===== src/rtl/neuron_train_scheduler_pkg.sv =====
// -----------------------------------------------------------------------------
// neuron_train_scheduler_pkg
// Shared types for the training scheduler of one neuron_learn layer:
//   zero2one_t    - fixed-point value in [0,1] carried on every layer lane
//   err_t         - per-sample error sum, wide enough for 35 lanes of
//                   |zero2one_t - zero2one_t| without overflow. Instances with
//                   a larger M need a wider type.
//   train_state_t - scheduler FSM encoding
//   abs_diff()    - unsigned |a-b| in zero2one_t width
// -----------------------------------------------------------------------------
package neuron_train_scheduler_pkg;

   typedef logic [7:0] zero2one_t;

   localparam int unsigned ERR_M_MAX = 35;

   typedef logic [$bits(zero2one_t)+$clog2(ERR_M_MAX+1)-1:0] err_t;

   typedef enum logic [2:0] {
      ST_IDLE,
      ST_INFER,
      ST_SCORE,
      ST_DECIDE,
      ST_LEARN,
      ST_REPORT
   } train_state_t;

   function automatic zero2one_t abs_diff(input zero2one_t a, input zero2one_t b);
      return (a > b) ? (a - b) : (b - a);
   endfunction

endpackage


===== src/rtl/neuron_train_scheduler_abs_err_acc.sv =====
// -----------------------------------------------------------------------------
// zero2one_abs_err_acc
// One-cycle registered accumulator of |a-b|.
//   clock, reset : rising-edge clock, synchronous active-high reset
//   clear        : zero the sum at the next edge (wins over enable)
//   enable       : add |a-b| to the sum at the next edge
//   a, b         : operands, one lane per cycle
//   acc          : running sum
// -----------------------------------------------------------------------------
module zero2one_abs_err_acc
   import neuron_train_scheduler_pkg::*;
(
   input  logic      clock,
   input  logic      reset,
   input  logic      clear,
   input  logic      enable,
   input  zero2one_t a,
   input  zero2one_t b,
   output err_t      acc
);

   // NOTE: clocked state uses non-blocking assignments so every flop samples
   // pre-edge values regardless of process evaluation order.
   always_ff @(posedge clock) begin
      if (reset) begin
         acc <= '0;
      end else if (clear) begin
         acc <= '0;
      end else if (enable) begin
         acc <= acc + err_t'(abs_diff(a, b));
      end
   end

endmodule


===== src/rtl/neuron_train_scheduler.sv =====
// -----------------------------------------------------------------------------
// neuron_train_scheduler
// Sequencer for one neuron_learn layer: capture a sample, pulse inference,
// score the layer output one neuron per cycle, optionally run a learn phase,
// and report the error plus epoch bookkeeping.
//   clock, reset          : rising-edge clock, synchronous active-high reset
//   s_valid/s_ready       : sample handshake (ready only in IDLE)
//   s_in, s_target, s_last: sample features, expected outputs, epoch marker
//   learn_enable          : global learn gate (used in DECIDE)
//   err_threshold         : learn only when error is strictly above this
//   layer_valid/learn     : layer strobes
//   layer_in/expected_out : held copies of the captured sample
//   layer_out             : layer result
//   r_valid/r_ready       : result handshake
//   r_err, r_learned, r_epoch, r_epoch_end : registered per-sample result
// -----------------------------------------------------------------------------
module neuron_train_scheduler
   import neuron_train_scheduler_pkg::*;
#(
   parameter int N            = 16,
   parameter int M            = 35,
   parameter int INFER_LAT    = 2,
   parameter int LEARN_CYCLES = 3,
   parameter int EPOCH_W      = 16
) (
   input  logic                  clock,
   input  logic                  reset,
   input  logic                  s_valid,
   output logic                  s_ready,
   input  zero2one_t [N-1:0]     s_in,
   input  zero2one_t [M-1:0]     s_target,
   input  logic                  s_last,
   input  logic                  learn_enable,
   input  err_t                  err_threshold,
   output logic                  layer_valid,
   output logic                  layer_learn,
   output zero2one_t [N-1:0]     layer_in,
   output zero2one_t [M-1:0]     layer_expected_out,
   input  zero2one_t [M-1:0]     layer_out,
   output logic                  r_valid,
   input  logic                  r_ready,
   output err_t                  r_err,
   output logic                  r_learned,
   output logic [EPOCH_W-1:0]    r_epoch,
   output logic                  r_epoch_end
);

   localparam int PH_MAX = (INFER_LAT > LEARN_CYCLES) ? INFER_LAT : LEARN_CYCLES;
   localparam int PH_W   = $clog2(PH_MAX + 1);
   localparam int IDX_W  = (M > 1) ? $clog2(M) : 1;

   train_state_t       state, state_next;
   logic [PH_W-1:0]    phase;
   logic [IDX_W-1:0]   idx;
   logic [EPOCH_W-1:0] epoch;
   logic               last_q;
   logic               learned;
   err_t               acc;
   logic               capture;
   logic               learn_go;
   logic               acc_clear;
   logic               acc_en;

   zero2one_abs_err_acc u_acc (
      .clock  (clock),
      .reset  (reset),
      .clear  (acc_clear),
      .enable (acc_en),
      .a      (layer_out[idx]),
      .b      (layer_expected_out[idx]),
      .acc    (acc)
   );

   // NOTE: every signal written here gets a default first, so no path through
   // the case statement can leave one unassigned and infer a latch.
   always_comb begin
      state_next  = state;
      s_ready     = 1'b0;
      layer_valid = 1'b0;
      layer_learn = 1'b0;
      r_valid     = 1'b0;
      capture     = 1'b0;
      acc_clear   = 1'b0;
      acc_en      = 1'b0;
      learn_go    = learn_enable && (acc > err_threshold);

      case (state)
         ST_IDLE: begin
            s_ready = 1'b1;
            if (s_valid) begin
               capture    = 1'b1;
               state_next = ST_INFER;
            end
         end
         ST_INFER: begin
            layer_valid = (phase == '0);
            if (phase == PH_W'(INFER_LAT - 1)) begin
               acc_clear  = 1'b1;
               state_next = ST_SCORE;
            end
         end
         ST_SCORE: begin
            acc_en = 1'b1;
            if (idx == IDX_W'(M - 1)) state_next = ST_DECIDE;
         end
         ST_DECIDE: begin
            state_next = learn_go ? ST_LEARN : ST_REPORT;
         end
         ST_LEARN: begin
            layer_valid = 1'b1;
            layer_learn = 1'b1;
            if (phase == PH_W'(LEARN_CYCLES - 1)) state_next = ST_REPORT;
         end
         ST_REPORT: begin
            r_valid = 1'b1;
            if (r_ready) state_next = ST_IDLE;
         end
         default: state_next = ST_IDLE;
      endcase
   end

   // NOTE: the held sample registers are wide but still get an explicit reset,
   // since the layer sees them directly and must start from a known all-zero.
   always_ff @(posedge clock) begin
      if (reset) begin
         state              <= ST_IDLE;
         phase              <= '0;
         idx                <= '0;
         epoch              <= '0;
         last_q             <= 1'b0;
         learned            <= 1'b0;
         layer_in           <= '0;
         layer_expected_out <= '0;
         r_err              <= '0;
         r_learned          <= 1'b0;
         r_epoch            <= '0;
         r_epoch_end        <= 1'b0;
      end else begin
         state <= state_next;

         // Phase counts only inside the timed states and restarts on any move.
         if ((state == ST_INFER || state == ST_LEARN) && state_next == state)
            phase <= phase + 1'b1;
         else
            phase <= '0;

         if (state == ST_SCORE && state_next == ST_SCORE)
            idx <= idx + 1'b1;
         else
            idx <= '0;

         if (capture) begin
            layer_in           <= s_in;
            layer_expected_out <= s_target;
            last_q             <= s_last;
            learned            <= 1'b0;
         end else if (state == ST_DECIDE && learn_go) begin
            learned <= 1'b1;
         end

         // Result fields are frozen on REPORT entry so back-pressure sees them stable.
         if (state_next == ST_REPORT && state != ST_REPORT) begin
            r_err       <= acc;
            r_learned   <= learned;
            r_epoch     <= epoch;
            r_epoch_end <= last_q;
         end

         if (state == ST_REPORT && r_ready && last_q)
            epoch <= epoch + 1'b1;
      end
   end

endmodule


===== config.mk =====
export PLATFORM = sky130hd
export DESIGN_NAME = neuron_train_scheduler
export DESIGN_NICKNAME = d
export VERILOG_FILES = /design/src/rtl/neuron_train_scheduler_pkg.sv /design/src/rtl/neuron_train_scheduler_abs_err_acc.sv /design/src/rtl/neuron_train_scheduler.sv
export SDC_FILE = /design/constraint.sdc
export NUM_CORES = 1
export LEC_CHECK = 0
export ABC_AREA = 1
export CORE_AREA = 2 2 450 452
export CTS_CLUSTER_DIAMETER = 120
export DETAILED_ROUTE_END_ITERATION = 6
export DIE_AREA = 0 0 452 454
export PLACE_DENSITY = 0.35
export RECOVER_POWER = 100
export REMOVE_ABC_BUFFERS = 1
export SYNTH_ARGS = -nofsm -noshare
export SYNTH_HDL_FRONTEND = slang
export SYNTH_SLANG_ARGS = --single-unit

===== constraint.sdc =====
create_clock -name clock -period 5 [get_ports clock]
set_input_delay 1 -clock clock [delete_from_list [all_inputs] [get_ports clock]]
set_output_delay 1 -clock clock [all_outputs]
set_load 0.005 [all_outputs]

* Word level (Yosys, flattened, before mapping)
Index checks and enable logic that the tools add are counted.
** Operators by class
- $add $sub $neg :: 6
- Multiply operators :: 0
- Divide/modulo/power cells :: 0
- Magnitude comparators :: 3
- Equality and inequality tests :: 12
- Shifts and indexed selects :: 0
- Muxes and demuxes :: 21
- Bitwise operators :: 2
- Reductions and logical operators :: 14
** Operator list (number)
- $bmux W8 S6 :: 2
- $mux W8 :: 3
- $pmux W3 S6 :: 1
- $add A16 B1 Y16 const B :: 1
- $sub A8 B8 Y8 :: 2
- $mux W3 :: 5
- $add A14 B8 Y14 :: 1
- $gt A14 B14 Y1 :: 1
- $eq A3 B2 Y1 const B :: 3
- $eq A3 B3 Y1 const B :: 3
- $mux W1 :: 9
- $gt A8 B8 Y1 :: 1
- $reduce_or A2 Y1 :: 4
- $logic_and A1 B1 Y1 :: 7
- $lt A6 B7 Y1 const B :: 1
- $add A6 B1 Y6 const B :: 1
- $eq A6 B6 Y1 const B :: 1
- $eq A3 B1 Y1 const B :: 1
- $eq A3 B3 Y1 :: 1
- $logic_not A3 Y1 :: 1
- $ne A3 B3 Y1 const B :: 1
- $add A2 B1 Y2 const B :: 1
- $eq A2 B1 Y1 const B :: 1
- $eq A2 B2 Y1 const B :: 1
- other kinds (4) :: 5
** Storage, ports and cells
- Register bits after elaboration :: 483
- Latch bits :: 0
- Memory bits (writable) :: 0
- Memory bits (read-only) :: 0
- Input port bits :: 708
- Output and inout port bits :: 444
- Memories kept :: 0

* Depth between registers and ports, before layout
Gate-level depths: netlist of run 1.
- Depth in word-level cells :: 8
- Depth in mapped cells :: 34

* Cells and area by module
A second synthesis of run 1 with hierarchy kept.
** Second synthesis, totals
- Cells, all modules :: 3629
- Area total of the unflattened synthesis :: 24461.0 µm²
** Modules (own cells, without submodules)
- neuron_train_scheduler :: instances 1, cells an instance 3300, area an instance 22567.9 µm², seq. area each 9389.0 µm²
- zero2one_abs_err_acc :: instances 1, cells an instance 329, area an instance 1893.1 µm², seq. area each 280.3 µm²

* Worst setup path after synthesis of run 1
OpenSTA, ideal clock, no wires.
- Path kind :: in2reg
- Start :: input layer_out[128] (netlist name)
- End :: register u_acc.acc[12]
- Setup time :: 0.116 ns
- Arrival :: 4.313 ns
- Required time :: 4.884 ns
- Setup slack :: 0.571 ns
- Cell stages on the path :: 29
- Cell sequence :: nor2_1 nor2_1 o21ai_1 o21ai_1 nand2_1 nand2_1 nor3_1 nor2_1 nor2_1 ha_1 inv_1 fa_1 inv_1 o21ai_1 nand2_1 o311ai_1 nand2_1 nand2_1 o21ai_1 inv_1 fa_1 inv_1 nand3_1 nand2_1 a21oi_1 o21ai_0 nand3_1 o21ai_0 nor2_1
** On the way
- Cells in the longest elaborated chain, start to end :: 5
** Ends and longest elaborated chain
- start, declared :: RTL line neuron_train_scheduler.sv:39 : input zero2one_t [M-1:0] layer_out,
- $bmux W8 S6 (*) :: RTL line neuron_train_scheduler.sv:69 : .a (layer_out[idx]),
- $mux W8 (not written as such) (*) :: RTL line neuron_train_scheduler.sv:69
- $sub A8 B8 Y8 or $gt A8 B8 Y1 (tied branches) :: RTL line neuron_train_scheduler_pkg.sv:29 : return (a > b) ? (a - b) : (b - a);
- $mux W8 (*) :: RTL line neuron_train_scheduler_pkg.sv:29
- $add A14 B8 Y14 (*) :: RTL line neuron_train_scheduler_abs_err_acc.sv:30 : acc <= acc + err_t'(abs_diff(a, b));
- end signal, assigned :: RTL line neuron_train_scheduler_abs_err_acc.sv:30
- end, declared :: RTL line neuron_train_scheduler_abs_err_acc.sv:19 : output err_t acc
Every way passes the cells marked *; elsewhere a longest branch is shown, timed or not. The select of a mux whose other input is x is not followed.
A chain may end at the register's enable or synchronous reset.

* Worst setup path after layout of run 1
- Start :: register idx[0]
- End :: register u_acc.acc[13]
** On the way
- Cells in the longest elaborated chain, start to end :: 5
** Ends and longest elaborated chain
- start, declared :: RTL line neuron_train_scheduler.sv:54 : logic [IDX_W-1:0] idx;
- start signal, assigned :: RTL line neuron_train_scheduler.sv:148 : idx <= idx + 1'b1;
- $bmux W8 S6 (on tied branches) :: RTL line neuron_train_scheduler.sv:70, neuron_train_scheduler.sv:69
- $mux W8 (on tied branches) :: RTL line neuron_train_scheduler.sv:70, neuron_train_scheduler.sv:69
- $sub A8 B8 Y8 or $gt A8 B8 Y1 (tied branches) :: RTL line neuron_train_scheduler_pkg.sv:29
- $mux W8 (*) :: RTL line neuron_train_scheduler_pkg.sv:29
- $add A14 B8 Y14 (*) :: RTL line neuron_train_scheduler_abs_err_acc.sv:30
Marked as above.

==> impl_metrics.py, run 1 <==
metrics = {
    "sta": {
        "fin_ws_ns": 0.268,
        "drv_slew": 183,
        "hold_viol": 0,
        "max_slew_margin_pct": -66.5,
        "holdWs_ns": 0.447,
        "finalSetupViolCount": 0,
        "fmax_mhz": 211,
        "layout_worst_path_cycle_share_pct": 94.6,
        "finalClockSkew_ns": 0.0359,
        "tightestPinTransition_ns": 2.50,
        "timing.final.crit_period_ns": 4.73,
        "grt_setup_unrepaired": "true",
    },
    "clocking": {
        "cts-root-to-sink-buffers": 3,
        "tritoncts.num_buffers": 72,
        "clk_latency_ns": 0.70,
        "cts.clk_slew.worst_paths_ns": 0.06,
        "cts.sink_count": 483,
        "clockRootBuffer": "clkbuf_16",
        "cts_tree": "yes",
        "htree_levels": 3,
        "ctsHoldBuffers": 0,
    },
    "logic_synthesis": {
        "postSynthRegisterBits": 483,
        "syn-mean-instance-area_um2": 6.78,
        "post_synth_inst_count": 3562,
        "netlist_top_cells_area": "dfxtp_1, a21oi_1, nand2_1",
        "synth_seq_area_share_pct": 40.0,
        "syn_area_um2": 24200,
        "ys_top_cells_by_count": "a21oi_1, nand2_1, dfxtp_1, o21ai_0, nand3_1",
        "synth_cell_type_count": 40,
        "synthArstFlopShare_pct": 0,
        "yosysWarningCount": 0,
        "synth_enable_flop_cells": 0,
        "synth_largest_area_cell": "dfxtp_1",
        "synthMostInstantiatedCell": "a21oi_1",
        "netlist.area_leader.share_pct": 40.0,
        "synth-main-ff-cell": "dfxtp_1",
    },
    "global_route": {
        "globalRoute.totalOverflow": 0,
        "first_global_vias": 30500,
        "antenna_violations_before_repair": 53,
        "gr-usage-all-layers_pct": 17.5,
        "maximum_number_of_pins_on_one_net_before_global_route_repair": 151,
        "grt_pass1_wl_um": 252000,
    },
    "finish": {
        "fillCellCount": 22500,
        "post_route_cells_drive_above_1_share_pct": 11.6,
        "syn2layout_area_growth_pct": 82.1,
        "nNetsFinal": 5565,
        "fin_cells": 7566,
    },
    "drt": {
        "final_antenna_net_count": 0,
        "first_pass_iters": 5,
        "route.detailed.vias_per_inst": 4.04,
        "drt-initial-drc-count": 2031,
        "wl_um": 190000,
        "detail_route.wl_per_cell_um": 25.2,
        "drc": 0,
        "route.vias.total": 30600,
    },
    "floorplanning": {
        "placementRows": 165,
        "die_w_um": 452,
        "fp.dieArea_um2": 205000,
        "chipHeight_um": 454,
        "initial_core_util_pct": 12.0,
        "design.core.area_um2": 201000,
        "io-pin-count": 1152,
    },
    "critical_path": {
        "cp-end-kind": "flip-flop",
        "cpPeakStageDelay_ns": 0.41,
        "critPathMostFrequentCell": "nand2_1",
        "setup_slack_reg_to_reg_ns": 0.27,
        "regToRegStartpoint": "idx[0]",
        "critical_path_type": "reg -> reg",
        "max_fo_critical_path": 6,
        "cp.required_ns": 5.62,
        "crit_arrival_ns": 5.35,
        "logic_depth_of_the_worst_register_to_register_path": 31,
        "start_kind": "flip-flop",
        "r2r-end": "u_acc.acc[13]",
        "crit_path_top_delay_cell": "dfxtp_4",
    },
    "status": {
        "result_of_the_run": "complete, but fails checks",
        "failed_checks": "max-capacitance violations, max-slew violations",
    },
    "power_and_ir_drop": {
        "total_power_uw": 12700,
        "worst_vdd_ir_v": 0.000234,
        "power.static_leakage_uw": 0.0175,
        "power.density_cell_area_nw_per_um2": 288,
    },
    "flow_run": {
        "maxCapViolCount": 3,
    },
    "worst_hold_path": {
        "endpoint_of_the_worst_hold_timing_path": "phase[0]",
        "hold_depth": 1,
        "worst_hold_startpoint": "phase[0]",
        "kind_of_path_behind_the_tightest_hold_check": "reg -> reg",
    },
    "place": {
        "detailed_place_hpwl_um": 147000,
        "gpl.final_weighted_congestion": 0.873,
        "dp_slack_ns": -1.20,
        "number_of_placed_instances_with_taps_included": 7381,
        "place.port_buffers": 1151,
    },
}
[cells in the final DEF, fill, tap and decap left out, types with 15 or more instances in the layout]
master,instances
a21oi_1,611
buf_12,41
buf_4,247
clkbuf_1,17
clkbuf_16,82
clkdlybuf4s50_1,711
dfxtp_1,480
diode_2,26
dlygate4sd3_1,438
ha_1,34
inv_1,217
inv_2,15
nand2_1,586
nand2_2,20
nand3_1,380
nand4_1,26
nor2_1,274
o21ai_0,363
o21ai_1,53
o22ai_1,38
xor2_1,19
[registers in the layout (all words and copies together) (netlist names)]
register,flops
layer_expected_out,280
layer_in,128
epoch,16
r_epoch,16
r_err,14
u_acc.acc,14
idx,6
state,3
phase,2
last_q,1
learned,1
r_epoch_end,1
r_learned,1
[layer usage]
layer / wire (µm) / up-vias / global-route usage, %
li1: - / 14500 / -
met3: 14200 / 249 / 5.12
met2: 89100 / 1135 / 28.3
met4: 7670 / 22 / 7.61
met5: 202 / - / 0.257
met1: 79200 / 14600 / 21.5
[where the power goes]
part           switching (µW)  internal, µW
Sequential                197          4120
Combinational            1460          1340
Clock                    2290          3290
[cell families after synthesis]
group,synth area share [%]
AO/OA/AOI/OAI,24.0
buffers and inverters,9.05
adder cells (fa/ha/maj),2.48
flip-flops,40.0
AND/OR/NAND/NOR,23.6
XOR/XNOR,0.797
[stage by stage]
stage | utilization [%] | setup TNS, ns | area, µm²
4_1_cts | 21.5 | 0 | 43200
6_report | 21.9 | 0 | 44000
3_3_place_gp | 20.2 | -12.01 | 40500
2_1_floorplan | - | -4638.55 | 22900
5_1_grt | 21.9 | -0.116 | 44000
3_5_place_dp | 20.2 | -12.62 | 40500
[worst max-delay path by stage]
| stage | start | to | slack (ns) | depth (start not counted) |
|---|---|---|---|---|
| after floorplan | state[1] | idx[0] | -11.45 | 10 |
| after global placement | layer_out[66] | u_acc.acc[13] | -1.16 | 29 |
| after detailed placement | layer_out[66] | u_acc.acc[13] | -1.20 | 29 |
| after CTS | idx[0] | u_acc.acc[9] | 0.008 | 31 |
| after global routing | idx[0] | u_acc.acc[13] | -0.06 | 36 |
| final | idx[0] | u_acc.acc[13] | 0.27 | 31 |
[layout make-up]
class                      count  area (µm²)  share of cell area [%]
antenna                       26        65.1                   0.148
clock buffer                  96        2010                    4.58
clock inverter                35         495                    1.13
inverter                     238         932                    2.12
multi-input combinational   2544       12800                    29.0
sequential                   483        9680                    22.0
tap                         2672        3340                    7.60
timing repair buffer        1471       14700                    33.4
timing repair inverter         1        11.3                  0.0256
[worst max-delay path: cells and delay by family, from the launching register on]
kind,cells,cell delay [ns]
simple gates,13,1.24
buf+inv,8,1.17
compound gates,7,1.04
fa+ha+maj,2,0.53
flops,1,0.41
xor+xnor,1,0.25
[repair_timing]
item                                    4_1_cts  5_1_grt
setup buffers                                 5       15
gates resized for setup                      44      130
cloned                                        0        9
pin swaps                                    13       65
endpoints found under the setup margin       13       11
Power figures use the tool's default switching activity.
==> inputs of run 2 (changes only) <==
--- a/config.mk
+++ b/config.mk
@@ -13,6 +13,7 @@
 export PLACE_DENSITY = 0.35
 export RECOVER_POWER = 100
 export REMOVE_ABC_BUFFERS = 1
+export SETUP_SLACK_MARGIN = 0.02
 export SYNTH_ARGS = -nofsm -noshare
 export SYNTH_HDL_FRONTEND = slang
 export SYNTH_SLANG_ARGS = --single-unit
==> run 2 against run 1 <==
Compared with the run above:
- the run still ends with max-capacitance violations, max-slew violations left
- non-clock buffer count rose by 10
- sequential cell count did not move
- die area did not move
- sequential share of layout area fell by 0.070 points
- hold slack barely moved
- design area rose by 0.32%
- power barely moved
- first-iteration DRC count rose by 5.5%
- critical endpoint is now u_acc.acc[9]
==> impl_metrics.py, run 2 (synthesis gave the netlist of run 1 again) <==
metrics = {
    "finish": {
        "post_route_cells_drive_above_1_share_pct": 12.0,
        "largest_register_ff_count": 280,
        "multiInputGateArea_um2": 12900,
        "reg_top3": "layer_expected_out (280), layer_in (128)",
        "registers.top_by_ff_count": "layer_expected_out",
        "area.sequential_um2": 9680,
        "nNetsFinal": 5575,
        "syn2layout_area_growth_pct": 82.7,
        "layout.cells.most_common": "clkdlybuf4s50_1",
        "layout.cells.most_common_list": "clkdlybuf4s50_1, a21oi_1, nand2_1",
        "fillCellCount": 22500,
    },
    "floorplanning": {
        "placementRows": 165,
        "fp.dieArea_um2": 205000,
        "design.core.area_um2": 201000,
        "initial_core_util_pct": 12.0,
        "die_w_um": 452,
        "chipHeight_um": 454,
        "io-pin-count": 1152,
    },
    "critical_path": {
        "cp-end-kind": "flip-flop",
        "cp.required_ns": 5.57,
        "critical_path_type": "reg -> reg",
        "logic_depth_of_the_worst_register_to_register_path": 29,
        "crit_path_top_delay_cell": "dfxtp_4",
        "start_kind": "flip-flop",
        "critPathMostFrequentCell": "buf_4",
        "max_fo_critical_path": 7,
        "crit_arrival_ns": 5.28,
        "cpPeakStageDelay_ns": 0.37,
    },
    "clocking": {
        "cts.sink_count": 483,
        "clk_latency_ns": 0.69,
        "cts-root-to-sink-buffers": 3,
        "cts_tree": "yes",
        "clockRootBuffer": "clkbuf_16",
        "tritoncts.num_buffers": 72,
        "cts.clk_slew.worst_paths_ns": 0.06,
        "htree_levels": 3,
    },
    "sta": {
        "hold_viol": 0,
        "tightestPinTransition_ns": 3.50,
        "finalSetupViolCount": 0,
        "grt_setup_unrepaired": "true",
        "layout_worst_path_cycle_share_pct": 94.2,
        "fmax_mhz": 212,
        "total_neg_setup_slack_ns": 0,
        "finalClockSkew_ns": 0.0371,
        "drv_slew": 175,
        "timing.final.crit_period_ns": 4.71,
        "holdWs_ns": 0.447,
        "max_slew_margin_pct": -133,
    },
    "global_route": {
        "maximum_number_of_pins_on_one_net_before_global_route_repair": 151,
        "gr-usage-all-layers_pct": 17.6,
        "globalRoute.totalOverflow": 0,
        "grt_pass1_wl_um": 252000,
        "first_global_vias": 30500,
        "antenna_violations_before_repair": 52,
    },
    "place": {
        "place.port_buffers": 1151,
        "detailed_place_hpwl_um": 147000,
        "gpl.final_weighted_congestion": 0.873,
    },
    "status": {
        "result_of_the_run": "complete, but fails checks",
        "failed_checks": "max-capacitance violations, max-slew violations",
    },
    "drt": {
        "drc": 0,
        "drt-initial-drc-count": 2142,
        "route.vias.total": 30600,
        "wl_um": 191000,
        "route.detailed.vias_per_inst": 4.04,
        "first_pass_iters": 5,
        "final_antenna_net_count": 0,
        "detail_route.wl_per_cell_um": 25.2,
    },
    "worst_hold_path": {
        "kind_of_path_behind_the_tightest_hold_check": "reg -> reg",
        "hold_depth": 1,
    },
    "flow_run": {
        "maxCapViolCount": 3,
    },
    "power_and_ir_drop": {
        "total_power_uw": 12700,
        "power.static_leakage_uw": 0.0176,
        "worst_vdd_ir_v": 0.000234,
        "power.density_cell_area_nw_per_um2": 287,
    },
}
## run 2: layer usage
layer  up-vias  track usage (%)  share of wire, %
met4        22             7.72               4.0
met5         -            0.257              0.10
li1      14600                -                 -
met2      1110             28.4                47
met1     14700             21.5                42
met3       250             5.15               7.4
## run 2: worst max-delay path, delay by kind of cell, from the launching register on
kind	cells	cell delay [ns]
adders and majority gates	2	0.49
AOI/OAI and AO/OA	6	0.98
buffers and inverters	8	1.14
and+or+nand+nor	11	1.18
DFF	1	0.37
xor gates and xnor gates	2	0.40
## run 2: power by group
group          internal, µW  switching [µW]
clock                  3290            2290
combinational          1340            1450
sequential             4120             198
## run 2: repair_timing
| item | in CTS | in global routing |
|---|---|---|
| pin swaps | 14 | 66 |
| gates cloned | 1 | 6 |
| setup buffers | 7 | 25 |
| hold buffers | 0 | 0 |
| endpoints found under the setup margin | 13 | 11 |
| resized for setup | 46 | 153 |
## run 2: path summary, 6_finish.rpt
kind	startpoint	to	slack (ns)
worst min register to register	phase[0]	phase[0]	0.45
worst max register to register	idx[0]	u_acc.acc[9]	0.29
worst min-delay path	phase[0]	phase[0]	0.45
worst max-delay path	idx[0]	u_acc.acc[9]	0.29
## run 2: through the flow
stage          cell area [µm²]  instances  worst slack [ns]  utilization [%]
2_1_floorplan            22900       3265            -11.45                -
3_3_place_gp             40500       7381             -1.16             20.2
3_5_place_dp             40500       7381             -1.20             20.2
4_1_cts                  43300       7520            0.0259             21.5
5_1_grt                  44100       7564          -0.00582             22.0
6_report                 44100       7570             0.292             22.0
## run 2: final cells by class
cell class	count	share of cell area (%)
timing repair inverter	1	0.0255
inverter	238	2.11
clock buffer	96	4.56
sequential	483	21.9
antenna	20	0.113
tap	2672	7.57
multi-input combinational	2544	29.1
timing repair buffer	1481	33.5
clock inverter	35	1.12
==> inputs of run 3 (changes only) <==
--- a/config.mk
+++ b/config.mk
@@ -10,6 +10,7 @@
 export CTS_CLUSTER_DIAMETER = 120
 export DETAILED_ROUTE_END_ITERATION = 6
 export DIE_AREA = 0 0 452 454
+export GPL_TIMING_DRIVEN = 0
 export PLACE_DENSITY = 0.35
 export RECOVER_POWER = 100
 export REMOVE_ABC_BUFFERS = 1
==> run 3 against run 2 <==
Compared with the run above:
- hold slack lost 0.0017 ns
- utilization fell by 0.13 points
- final cell count is 2.2% lower
- the run still ends with max-capacitance violations, max-slew violations left
- register-to-register slack lost 0.19 ns
- setup slack worse by 0.21 ns
- design area is 0.60% lower
- largest cell class unchanged
- global-route usage rose by 0.98 points
- first-iteration DRC count grew 2.7%
- sequential power about the same
- highest routed layer unchanged
==> impl_metrics.py, run 3 (synthesis gave the netlist of run 1 again) <==
metrics = {
    "finish": {
        "reg_top3": "layer_expected_out (280), layer_in (128)",
        "post_route_cells_drive_above_1_share_pct": 9.76,
        "nNetsFinal": 5410,
        "syn2layout_area_growth_pct": 81.6,
        "fillCellCount": 22400,
        "registers.top_by_ff_count": "layer_expected_out",
        "layout.cells.most_common_list": "clkdlybuf4s50_1, a21oi_1, nand2_1",
        "fin_cells": 7400,
        "largest_register_ff_count": 280,
        "layout.cells.most_common": "clkdlybuf4s50_1",
        "finish.instance_area_um2": 43900,
    },
    "sta": {
        "fin_ws_ns": 0.0839,
        "drv_slew": 70,
        "total_neg_setup_slack_ns": 0,
        "grt_setup_unrepaired": "true",
        "timing.final.crit_period_ns": 4.92,
        "hold_viol": 0,
        "finalSetupViolCount": 0,
        "holdWs_ns": 0.445,
        "layout_worst_path_cycle_share_pct": 98.3,
        "fmax_mhz": 203,
        "tightestPinTransition_ns": 1.72,
        "finalClockSkew_ns": 0.0218,
        "max_slew_margin_pct": -14.8,
    },
    "global_route": {
        "first_global_vias": 29600,
        "grt_pass1_wl_um": 262000,
        "maximum_number_of_pins_on_one_net_before_global_route_repair": 142,
        "gr-usage-all-layers_pct": 18.5,
        "globalRoute.totalOverflow": 0,
        "antenna_violations_before_repair": 68,
    },
    "place": {
        "place.port_buffers": 1151,
        "detailed_place_hpwl_um": 139000,
        "number_of_placed_instances_with_taps_included": 7127,
        "placement_cell_area_um2": 38800,
        "dp_slack_ns": -2.32,
        "gpl.final_weighted_congestion": 0.827,
    },
    "critical_path": {
        "crit_arrival_ns": 5.49,
        "max_fo_critical_path": 7,
        "cp.required_ns": 5.57,
        "cp-end-kind": "flip-flop",
        "start_kind": "input port",
        "critical_path_type": "in -> reg",
    },
    "drt": {
        "first_pass_iters": 7,
        "route.vias.total": 30300,
        "drc": 0,
        "wl_um": 200000,
        "detail_route.wl_per_cell_um": 27.0,
        "final_antenna_net_count": 0,
        "drt-initial-drc-count": 2200,
        "route.detailed.vias_per_inst": 4.09,
    },
    "clocking": {
        "clockRootBuffer": "clkbuf_16",
        "cts_tree": "yes",
        "cts-root-to-sink-buffers": 3,
        "tritoncts.num_buffers": 71,
        "clk_latency_ns": 0.69,
        "cts.sink_count": 483,
        "htree_levels": 3,
        "cts.clk_slew.worst_paths_ns": 0.05,
    },
    "flow_run": {
        "maxCapViolCount": 1,
    },
    "floorplanning": {
        "chipHeight_um": 454,
        "io-pin-count": 1152,
        "initial_core_util_pct": 12.0,
        "placementRows": 165,
        "die_w_um": 452,
        "fp.dieArea_um2": 205000,
        "design.core.area_um2": 201000,
    },
    "power_and_ir_drop": {
        "power.density_cell_area_nw_per_um2": 286,
        "power.static_leakage_uw": 0.0171,
        "worst_vdd_ir_v": 0.000262,
    },
    "status": {
        "result_of_the_run": "complete, but fails checks",
        "failed_checks": "max-capacitance violations, max-slew violations",
    },
    "worst_hold_path": {
        "kind_of_path_behind_the_tightest_hold_check": "reg -> reg",
    },
}
run 3: final timing paths:
path / startpoint / to / slack (ns) / depth (start not counted)
setup / recovery: layer_out[88] / u_acc.acc[9] / 0.08 / 28
hold / removal: phase[0] / phase[0] / 0.45 / 1
setup reg to reg: idx[0] / u_acc.acc[9] / 0.10 / 32
hold reg to reg: phase[0] / phase[0] / 0.45 / 1
run 3: what timing repair did:
item,4_1_cts,5_1_grt
pin swaps,33,56
gates resized for setup,144,132
setup endpoints to repair,13,11
buffers inserted,70,33
cloned,24,2
hold buffers,0,0
run 3: stage by stage:
step                      utilization, %  total power, µW
final                               21.8            12600
after global routing                21.8            13200
after CTS                           21.4            12800
after detailed placement            19.3             7150
after global placement              18.8             7230
after floorplan                        -             5240
run 3: where the power goes:
part | internal [µW] | leakage [µW] | switching, µW
combinational | 1340 | 0.0120 | 1470
sequential | 4120 | 0.00397 | 193
clock | 3160 | 0.00118 | 2270
run 3: area by class of cell:
class | instances | area (µm²) | share of cell area [%]
antenna | 17 | 42.5 | 0.0969
sequential | 483 | 9680 | 22.1
timing repair buffer | 1313 | 14200 | 32.3
clock inverter | 22 | 358 | 0.815
clock buffer | 106 | 2070 | 4.72
tap | 2672 | 3340 | 7.62
multi-input combinational | 2544 | 13100 | 29.9
inverter | 238 | 985 | 2.24
timing repair inverter | 5 | 88.8 | 0.202
run 3: routing by layer:
metal / global-route usage (%) / part of all wire [%] / up-vias
met1: 22.7 / 41 / 14600
met2: 31.0 / 48 / 1128
met4: 5.46 / 2.7 / 38
met5: 0 / 0.12 / -
met3: 5.73 / 8.0 / 250
li1: - / - / 14200
run 3: critical path, cell delays in order:
cell and delay, ns:
clkdlybuf4s50_1 0.54, o21ai_4 0.19, nand2_1 0.08, a21oi_2 0.23
nand4_1 0.43, nand2_1 0.21, nor2_1 0.09, nor2_2 0.14
ha_4 0.17, inv_4 0.04, fa_2 0.39, inv_2 0.08
o21ai_2 0.06, nand2_1 0.10, o311ai_4 0.12, nand2_4 0.18
buf_6 0.12, nand2_2 0.05, nand2_2 0.08, inv_4 0.06
ha_4 0.24, a21o_1 0.17, nor2_2 0.13, nand2_2 0.07
a21o_1 0.21, nand2_4 0.10, xor2_1 0.15, nor2_1 0.05
